**config.mk**
```make
export PLATFORM = sky130hd
export DESIGN_NAME = mips_reg_write_scheduler
export DESIGN_NICKNAME = d
export VERILOG_FILES = /design/src/rtl/mips_reg_write_scheduler_pkg.sv /design/src/rtl/mips_rr_arbiter2.sv /design/src/rtl/mips_reg_write_scheduler.sv
export SDC_FILE = /design/constraint.sdc
export NUM_CORES = 1
export LEC_CHECK = 0
export ABC_AREA = 0
export CAP_MARGIN = 20
export CORE_MARGIN = 2
export CORE_UTILIZATION = 43
export DETAILED_ROUTE_END_ITERATION = 16
export HOLD_SLACK_MARGIN = 0.03
export PLACE_DENSITY_LB_ADDON = 0.3
export SLEW_MARGIN = 20
export SYNTH_ARGS = -nofsm -noshare
export SYNTH_HDL_FRONTEND = slang
export SYNTH_SLANG_ARGS = --single-unit
export TNS_END_PERCENT = 30
```
**constraint.sdc**
```tcl
create_clock -name clk -period 4.6 [get_ports clk]
set_input_delay 0.69 -clock clk [delete_from_list [all_inputs] [get_ports clk]]
set_output_delay 0.69 -clock clk [all_outputs]
set_load 0.03 [all_outputs]
```
**src/rtl/mips_reg_write_scheduler_pkg.sv**
```systemverilog
// Shared constants and types for the MIPS register-file writeback scheduler.
package mips_reg_write_scheduler_pkg;

    localparam int unsigned DATA_WIDTH = 32;
    localparam int unsigned ADDR_WIDTH = 5;
    localparam int unsigned NUM_REGS   = 32'd1 << ADDR_WIDTH;

    localparam logic [ADDR_WIDTH-1:0] REG_ZERO = '0;

    typedef enum logic {
        GRANT_ALU = 1'b0,
        GRANT_MEM = 1'b1
    } grant_e;

    typedef struct packed {
        logic [ADDR_WIDTH-1:0] rd;
        logic [DATA_WIDTH-1:0] data;
    } wb_req_t;

endpackage

```
**src/rtl/mips_rr_arbiter2.sv**
```systemverilog
// Two-requester round-robin arbiter; a tie goes to the requester not granted last.
module mips_rr_arbiter2
    import mips_reg_write_scheduler_pkg::*;
(
    input  logic clk,
    input  logic reset,
    input  logic req_alu,
    input  logic req_mem,
    output logic gnt_alu_c,
    output logic gnt_mem_c
);

    grant_e last_grant;
    grant_e last_grant_nxt;

    // Reset to MEM so the first tie after reset goes to ALU.
    always_ff @(posedge clk or posedge reset) begin
        if (reset) begin
            last_grant <= GRANT_MEM;
        end else begin
            last_grant <= last_grant_nxt;
        end
    end

    // No grants while reset is held.
    always_comb begin
        gnt_alu_c      = 1'b0;
        gnt_mem_c      = 1'b0;
        last_grant_nxt = last_grant;
        if (!reset) begin
            if (req_alu && (!req_mem || last_grant == GRANT_MEM)) begin
                gnt_alu_c = 1'b1;
            end else if (req_mem) begin
                gnt_mem_c = 1'b1;
            end
            if (gnt_alu_c) begin
                last_grant_nxt = GRANT_ALU;
            end else if (gnt_mem_c) begin
                last_grant_nxt = GRANT_MEM;
            end
        end
    end

endmodule

```
**src/rtl/mips_reg_write_scheduler.sv**
```systemverilog
// Arbitrates the register-file write port between ALU and load writeback and
// tracks outstanding destinations so decode can stall on a busy source.
module mips_reg_write_scheduler
    import mips_reg_write_scheduler_pkg::*;
(
    input  logic                  clk,
    input  logic                  reset,
    input  logic                  issue_valid,
    input  logic [ADDR_WIDTH-1:0] issue_reg,
    input  logic                  alu_valid,
    input  logic [ADDR_WIDTH-1:0] alu_reg,
    input  logic [DATA_WIDTH-1:0] alu_data,
    output logic                  alu_ready,
    input  logic                  mem_valid,
    input  logic [ADDR_WIDTH-1:0] mem_reg,
    input  logic [DATA_WIDTH-1:0] mem_data,
    output logic                  mem_ready,
    input  logic [ADDR_WIDTH-1:0] read_reg_1,
    input  logic [ADDR_WIDTH-1:0] read_reg_2,
    output logic                  stall,
    output logic [DATA_WIDTH-1:0] write_data,
    output logic [ADDR_WIDTH-1:0] write_reg,
    output logic                  signal_reg_write,
    output logic [NUM_REGS-1:0]   pending
);

    logic          alu_gnt_c;
    logic          mem_gnt_c;
    logic          grant_c;
    wb_req_t       win_c;
    logic [NUM_REGS-1:0] pending_nxt;
    logic          busy_1_c;
    logic          busy_2_c;

    mips_rr_arbiter2 u_arb (
        .clk       (clk),
        .reset     (reset),
        .req_alu   (alu_valid),
        .req_mem   (mem_valid),
        .gnt_alu_c (alu_gnt_c),
        .gnt_mem_c (mem_gnt_c)
    );

    assign alu_ready = alu_gnt_c;
    assign mem_ready = mem_gnt_c;
    assign grant_c   = alu_gnt_c | mem_gnt_c;

    // Select the granted requester's payload.
    always_comb begin
        win_c = '{rd: mem_reg, data: mem_data};
        if (alu_gnt_c) begin
            win_c = '{rd: alu_reg, data: alu_data};
        end
    end

    // Write stage: one-cycle enable pulse per grant, suppressed for register 0.
    always_ff @(posedge clk or posedge reset) begin
        if (reset) begin
            write_data       <= '0;
            write_reg        <= '0;
            signal_reg_write <= 1'b0;
        end else if (grant_c) begin
            write_data       <= win_c.data;
            write_reg        <= win_c.rd;
            signal_reg_write <= (win_c.rd != REG_ZERO);
        end else begin
            signal_reg_write <= 1'b0;
        end
    end

    // Scoreboard: clear on grant, then set on issue so a newer producer wins.
    always_comb begin
        pending_nxt = pending;
        if (grant_c && win_c.rd != REG_ZERO) begin
            pending_nxt[win_c.rd] = 1'b0;
        end
        if (issue_valid && issue_reg != REG_ZERO) begin
            pending_nxt[issue_reg] = 1'b1;
        end
        pending_nxt[0] = 1'b0;
    end

    always_ff @(posedge clk or posedge reset) begin
        if (reset) begin
            pending <= '0;
        end else begin
            pending <= pending_nxt;
        end
    end

    // A source is busy while pending or while its write is still in the write stage.
    assign busy_1_c = (read_reg_1 != REG_ZERO) &&
                      (pending[read_reg_1] || (signal_reg_write && write_reg == read_reg_1));
    assign busy_2_c = (read_reg_2 != REG_ZERO) &&
                      (pending[read_reg_2] || (signal_reg_write && write_reg == read_reg_2));
    assign stall    = busy_1_c | busy_2_c;

endmodule

```
==> results of run 1 <==
stage by stage:
step                      setup slack (ns)  power (µW)  std cells  cell area [µm²]
final                                0.530        2330        630             5820
after global routing                 0.334        2430        630             5820
after CTS                            0.496        2330        629             5780
after detailed placement             0.504        1860        614             5600
after global placement               0.568        1830        614             5600
after floorplan                      0.736        1390        362             3870
metal layers:
| layer | track usage, % | part of all wire [%] | vias up |
|---|---|---|---|
| li1 | - | - | 1718 |
| met1 | 36.2 | 41 | 1945 |
| met2 | 41.5 | 48 | 236 |
| met3 | 6.17 | 9.2 | 21 |
| met4 | 7.90 | 1.7 | 0 |
| met5 | 0 | 0 | - |
cells in the mapped netlist, drive strengths merged (3+ instances only):
| master | n |
|---|---|
| mux4 | 15 |
| dfrtp | 69 |
| xor2 | 8 |
| a211oi | 3 |
| inv | 37 |
| a21o | 4 |
| mux2 | 4 |
| a31oi | 4 |
| buf | 10 |
| nand4b | 6 |
| nand2b | 9 |
| a222oi | 32 |
| nor4b | 3 |
| o31ai | 29 |
| o21ai | 36 |
| o2bb2ai | 3 |
| nor2 | 11 |
| nand3 | 4 |
| nand2 | 15 |
| a21oi | 8 |
| clkbuf | 17 |
| mux2i | 9 |
cells by family after synthesis:
family | count (synthesis)
and+or+nand+nor | 65
DFF | 70
AOI/OAI and AO/OA | 124
other | 1
muxes | 28
buffers and inverters | 64
xor gates and xnor gates | 10
cell type report:
class | instances | share of cell area [%]
clock buffer | 15 | 3.21
tap | 108 | 2.32
sequential | 70 | 30.1
timing repair buffer | 172 | 29.6
multi-input combinational | 228 | 32.3
inverter | 37 | 2.39
path summary, 6_finish.rpt:
path	start	slack (ns)	endpoint
worst max-delay path	read_reg_2[0]	0.53	stall
min in group asynchronous	reset	0.73	pending[18]
worst min-delay path	write_data[4]	0.49	write_data[4]
worst min register to register	write_data[4]	0.49	write_data[4]
worst max register to register	u_arb.last_grant	2.19	pending[3]
max in group asynchronous	reset	2.81	pending[8]
power by group through the flow:
stage          sequential [µW]  combinational [µW]  clock, µW
2_1_floorplan             1090                 301          0
3_3_place_gp               896                 937          0
3_5_place_dp               899                 956          0
4_1_cts                    889                 960        479
5_1_grt                    909                1020        504
6_report                   899                 963        473
tightest hold or removal path, cell delays in order (launching register included):
cell	delay (ns)
dfrtp_1	0.35
a222oi_1	0.06
inv_1	0.06
==> results.md, run 1 <==
* Clock sinks at 70
* WP data arrival at 3.38 ns
* Iter 0 DRT Violations at 359
* Largest register FFs at 32
* Root Buffer: clkbuf_8
* Synthesized Nets at 456
* Max-cap violations at 0
* Max-slew violations at 0
* Port buffer count at 165
* WL/cell at 20.8 µm
* Largest area contributor in the netlist: dfrtp_1
* Largest net degree at the start of global routing at 56
* Delay of the slowest critical-path stage at 0.82 ns
* WP data required at 3.91 ns
* Leading cell type in the layout, fill and taps excluded: clkdlybuf4s50_1
* Setup Total Neg Slack at 0 ns
* Setup repair after global routing missed its margin: false
* Number of vias per cell at 6.22
* Post-synthesis cell count at 362
* FF/Latch Area at 1750 µm²
* Post-Synth Adder-Cell Area at 0%
* Crit path max-delay family: buffers and inverters
* Post-cts sizing count at 0
* Peak Freq at 246 MHz
* Main synth FF type: dfrtp_1
* Worst Hold Class: flip-flop to flip-flop
* Post-synthesis mux area share at 12.4%
* Post-synthesis instance area at 3870 µm²
* Worst path depth at 7
* P_sw at 885 µW
* Top cell type's share of synthesized area at 44.6%
* Final hold slack at 0.493 ns
* Crit-path most repeated cell: clkdlybuf4s50_1
* Total Routing Usage GR at 26.3%
* Clock-pin slew on the worst setup and hold paths at 0.07 ns
* Netlist cell types at 47
* Commonest cells after routing, fill and taps aside: clkdlybuf4s50_1, dfrtp_1, inv_1
* # DRC at 0
* Tmin final at 4.07 ns
* Syn Area/Cell at 10.7 µm²
* Final Skew at 0.00674 ns
* Clock power frac at 20.3%
* Period Utilization, post-route at 88.5%
* Fill cells at 706
* Clock Path Buffers at 2
* PD cells at 401 nW/µm²
* CP startpoint kind: input port
* Critical path cell sequence: clkdlybuf4s50_1 -> mux4_2 -> a22o_1 -> a211oi_1 -> a21o_1 -> o32ai_1 -> clkdlybuf4s50_1
* Vias at 3920
* CP max-delay cell: clkdlybuf4s50_1
* Sw Share at 37.9%
* Count of nets after finishing at 612
* Number of global-route vias before repair at 3775
* Std cell rows at 34
* Total core area at 8720 µm²
* Gr ovfl total at 0
* Yosys Warn Count at 0
* HPWL after detailed placement at 9540 µm
* Global placement routability congestion at 0.891
* Worst-Skew Late Latency at 0.34 ns
* Flop pwr share at 38.5%
* Die H at 98.9 µm
* Largest family of logic cells by synthesized area: compound AO/OA/AOI/OAI gates
* Setup violators final at 0
* Top cells by area, synth: dfrtp_1, a222oi_1, mux4_2, o31ai_1, o21ai_0
* Die Wd at 98.9 µm
* Leakage power at 0.00240 µW
* Status: finished clean
* Layout cells sized above 1 at 8.43%
* Buf+Inv Stages, Crit Path at 2
* Final ANT Viol Nets at 0
* Global-route wire length before repair at 20200 µm
* Area Overhead vs Synth at 50.1%
* Initial Util at 44.4%
* Power share of the combinational group at 41.2%
* Slew @ Worst Pin at 0.884 ns
* Relative slew margins at 40.7%
* Drt pass-1 iters at 7
* Routed WL at 13100 µm
* Fin util at 66.7%
* H-tree Lvls at 3
* Worst hold stages at 2
* Final hold violations at 0
* Worst Setup End Kind: output pin
* Xor and xnor area share after synthesis at 2.26%
* Fraction of the mapped netlist area in simple logic gates at 9.66%
* Async SR Flop Fraction at 100%
* Post-CTS setup buffer count at 0
* P_int at 1450 µW
* Synth Register Bits at 70
* Register-to-Register Path Depth at 5
* Maximum vdd drop at 0.239 mV
* Crit Path Max Fanout at 11
* Die area at 9780 µm²
* Hold buffer count at cts at 0
* Compound-Gate Fraction of Synth Area at 23.5%
* Initial antenna violation count at 0
* TritonCTS clock tree: yes
* Num CTS Buffers at 9
* Post-synth EDFFs at 0
* Register area share after synthesis at 45.3%
* Io pins at 167
* Multi-input logic area at 1880 µm²
* Antenna cell count at 0
* Crit Path Category: input port to output pin
Power figures use the tool's default switching activity.
==> inputs of run 2 (changes only) <==
- CORE_ASPECT_RATIO: default -> 0.8
- REMOVE_ABC_BUFFERS: default -> 1
==> run 2 against run 1 <==
Clock power increased by 34%. Via count is 0.51% higher. First-iteration DRC count rose by 48%. Count of clock-buffer cells in the layout down 6. Non-clock buffer count stayed put. Maximum frequency down 1.5%. Hold slack got worse by 0.0036 ns. Flip-flop and latch count stayed put.
==> results.md, run 2 (synthesis gave the netlist of run 1 again) <==
* Port buffer count at 165
* Tmin final at 4.13 ns
* Crit Path Max Fanout at 9
* Commonest cells after routing, fill and taps aside: clkdlybuf4s50_1, dfrtp_1, inv_1
* Num CTS Buffers at 9
* Clock sinks at 70
* Total core area at 8630 µm²
* Clock power frac at 25.3%
* Worst R2R End: pending[1]
* Number of vias per cell at 6.20
* Crit path max-delay family: buffers and inverters
* Crit Path Category: input port to output pin
* WP data arrival at 3.44 ns
* Initial antenna violation count at 0
* Crit-path most repeated cell: clkdlybuf4s50_1
* Dpl cell area at 5600 µm²
* Layout cells sized above 1 at 8.99%
* Worst path depth at 6
* Setup violators final at 0
* Pre-CTS setup slack at 0.451 ns
* Antenna cell count at 0
* Reg-to-Reg Start: u_arb.last_grant
* Delay of the slowest critical-path stage at 0.76 ns
* Final WS setup at 0.467 ns
* Drt pass-1 iters at 10
* Peak Freq at 242 MHz
* Met1 Usage GRT at 36.3%
* Post-CTS setup buffer count at 0
* Post-cts sizing count at 0
* Hold buffer count at cts at 0
* Met2 GRT Util at 42.8%
* Finished Layout Cells at 635
* Iter 0 DRT Violations at 532
* Design area at 5900 µm²
* Leakage power at 0.00243 µW
* Crit path from: read_reg_1[0]
* Io pins at 167
* Final ANT Viol Nets at 0
* Global-route wire length before repair at 19900 µm
* Fill cells at 675
* Worst R2R Setup Slack at 1.94 ns
* Sw Share at 37.7%
* Global route hottest layer: met2
* Flop pwr share at 36.1%
* Setup repair after global routing missed its margin: false
* Final hold violations at 0
* # DRC at 0
* Die Wd at 110 µm
* Maximum vdd drop at 0.207 mV
* Routed WL at 13500 µm
* Worst Setup End Kind: output pin
* Power share of the combinational group at 38.6%
* Status: finished clean
* Die H at 88.9 µm
* Total Routing Usage GR at 27.3%
* Number of global-route vias before repair at 3807
* HPWL after detailed placement at 9910 µm
* Largest net degree at the start of global routing at 48
* Gr ovfl total at 0
* Count of nets after finishing at 612
* Relative slew margins at 30.7%
* Critical path cell sequence: clkdlybuf4s50_1 -> mux4_1 -> mux2_2 -> a2111oi_2 -> o32ai_1 -> clkdlybuf4s50_1
* Clock-pin slew on the worst setup and hold paths at 0.06 ns
* Largest register FFs at 32
* Root Buffer: clkbuf_16
* H-tree Lvls at 3
* CP max-delay cell: clkdlybuf4s50_1
* CP startpoint kind: input port
* P_sw at 946 µW
* GRT met3 Usage at 7.73%
* Std cell rows at 30
* WP data required at 3.91 ns
* Die area at 9790 µm²
* Worst Hold Class: flip-flop to flip-flop
* TritonCTS clock tree: yes
* Leading cell type in the layout, fill and taps excluded: clkdlybuf4s50_1
* Placed cell count at 618
* Register-to-Register Path Depth at 6
* Crit path to: stall
* Global placement routability congestion at 0.922
* P_int at 1560 µW
* Slew @ Worst Pin at 1.03 ns
* Max-slew violations at 0
* Clock Path Buffers at 2
* Initial Util at 44.9%
* Max-cap violations at 0
* Period Utilization, post-route at 89.9%
* Vias at 3940
* Worst-Skew Late Latency at 0.33 ns
* Buf+Inv Stages, Crit Path at 2
* Final Skew at 0.00591 ns
* Area Overhead vs Synth at 52.2%
* PD cells at 425 nW/µm²
* WL/cell at 21.2 µm
[run 2: changes by cell type in the layout (fill, tap and decap cells not counted), sizes merged]
cell	change
clkbuf	-6
clkinvlp	+4
clkinv	+2
inv	+1
[run 2: area by class of cell]
type / instances / area (µm²) / share of cell area, %
Clock buffer: 9 / 225 / 3.82
Clock inverter: 7 / 48.8 / 0.828
Inverter: 37 / 139 / 2.36
Multi-Input combinational cell: 228 / 1880 / 31.9
Sequential cell: 70 / 1750 / 29.7
Tap cell: 112 / 140 / 2.38
Timing Repair Buffer: 172 / 1710 / 29.0
[run 2: worst min-delay path by stage]
stage / from / end / slack [ns] / cells after the start
floorplan: u_arb.last_grant / u_arb.last_grant / 0.50 / 1
global placement: write_data[6] / write_data[6] / 0.47 / 2
detailed placement: write_data[2] / write_data[2] / 0.48 / 2
CTS: write_data[9] / write_data[9] / 0.49 / 2
global route: write_data[23] / write_data[23] / 0.52 / 2
finish: write_data[9] / write_data[9] / 0.49 / 2
[run 2: worst register-to-register path: stages (launching register included)]
cell and delay, ns:
dfstp_2 0.54, and2b_1 0.26, nor2_4 0.30, buf_4 0.42, mux2_2 0.52, o31ai_1 0.31
o21ai_0 0.16
[run 2: power groups by stage]
stage	logic, µW	clock network (µW)	registers (µW)
after global placement	938	0	901
final	967	634	906
after global routing	1020	677	916
after detailed placement	960	0	906
after floorplan	286	0	1090
after CTS	965	645	897
[run 2: routing by layer]
layer | vias up | routed length (µm)
li1 | 1721 | -
met1 | 1928 | 5240
met2 | 255 | 6530
met3 | 34 | 1370
met4 | 2 | 277
met5 | - | 54
[run 2: stage by stage]
stage	total power, µW	util (%)	TNS, ns	hold WS (ns)
floorplan	1370	-	-19.56	0.503
global placement	1840	64.9	0	0.468
detailed placement	1870	64.9	0	0.478
CTS	2510	68.0	0	0.492
global route	2610	68.3	0	0.518
finish	2510	68.3	0	0.489
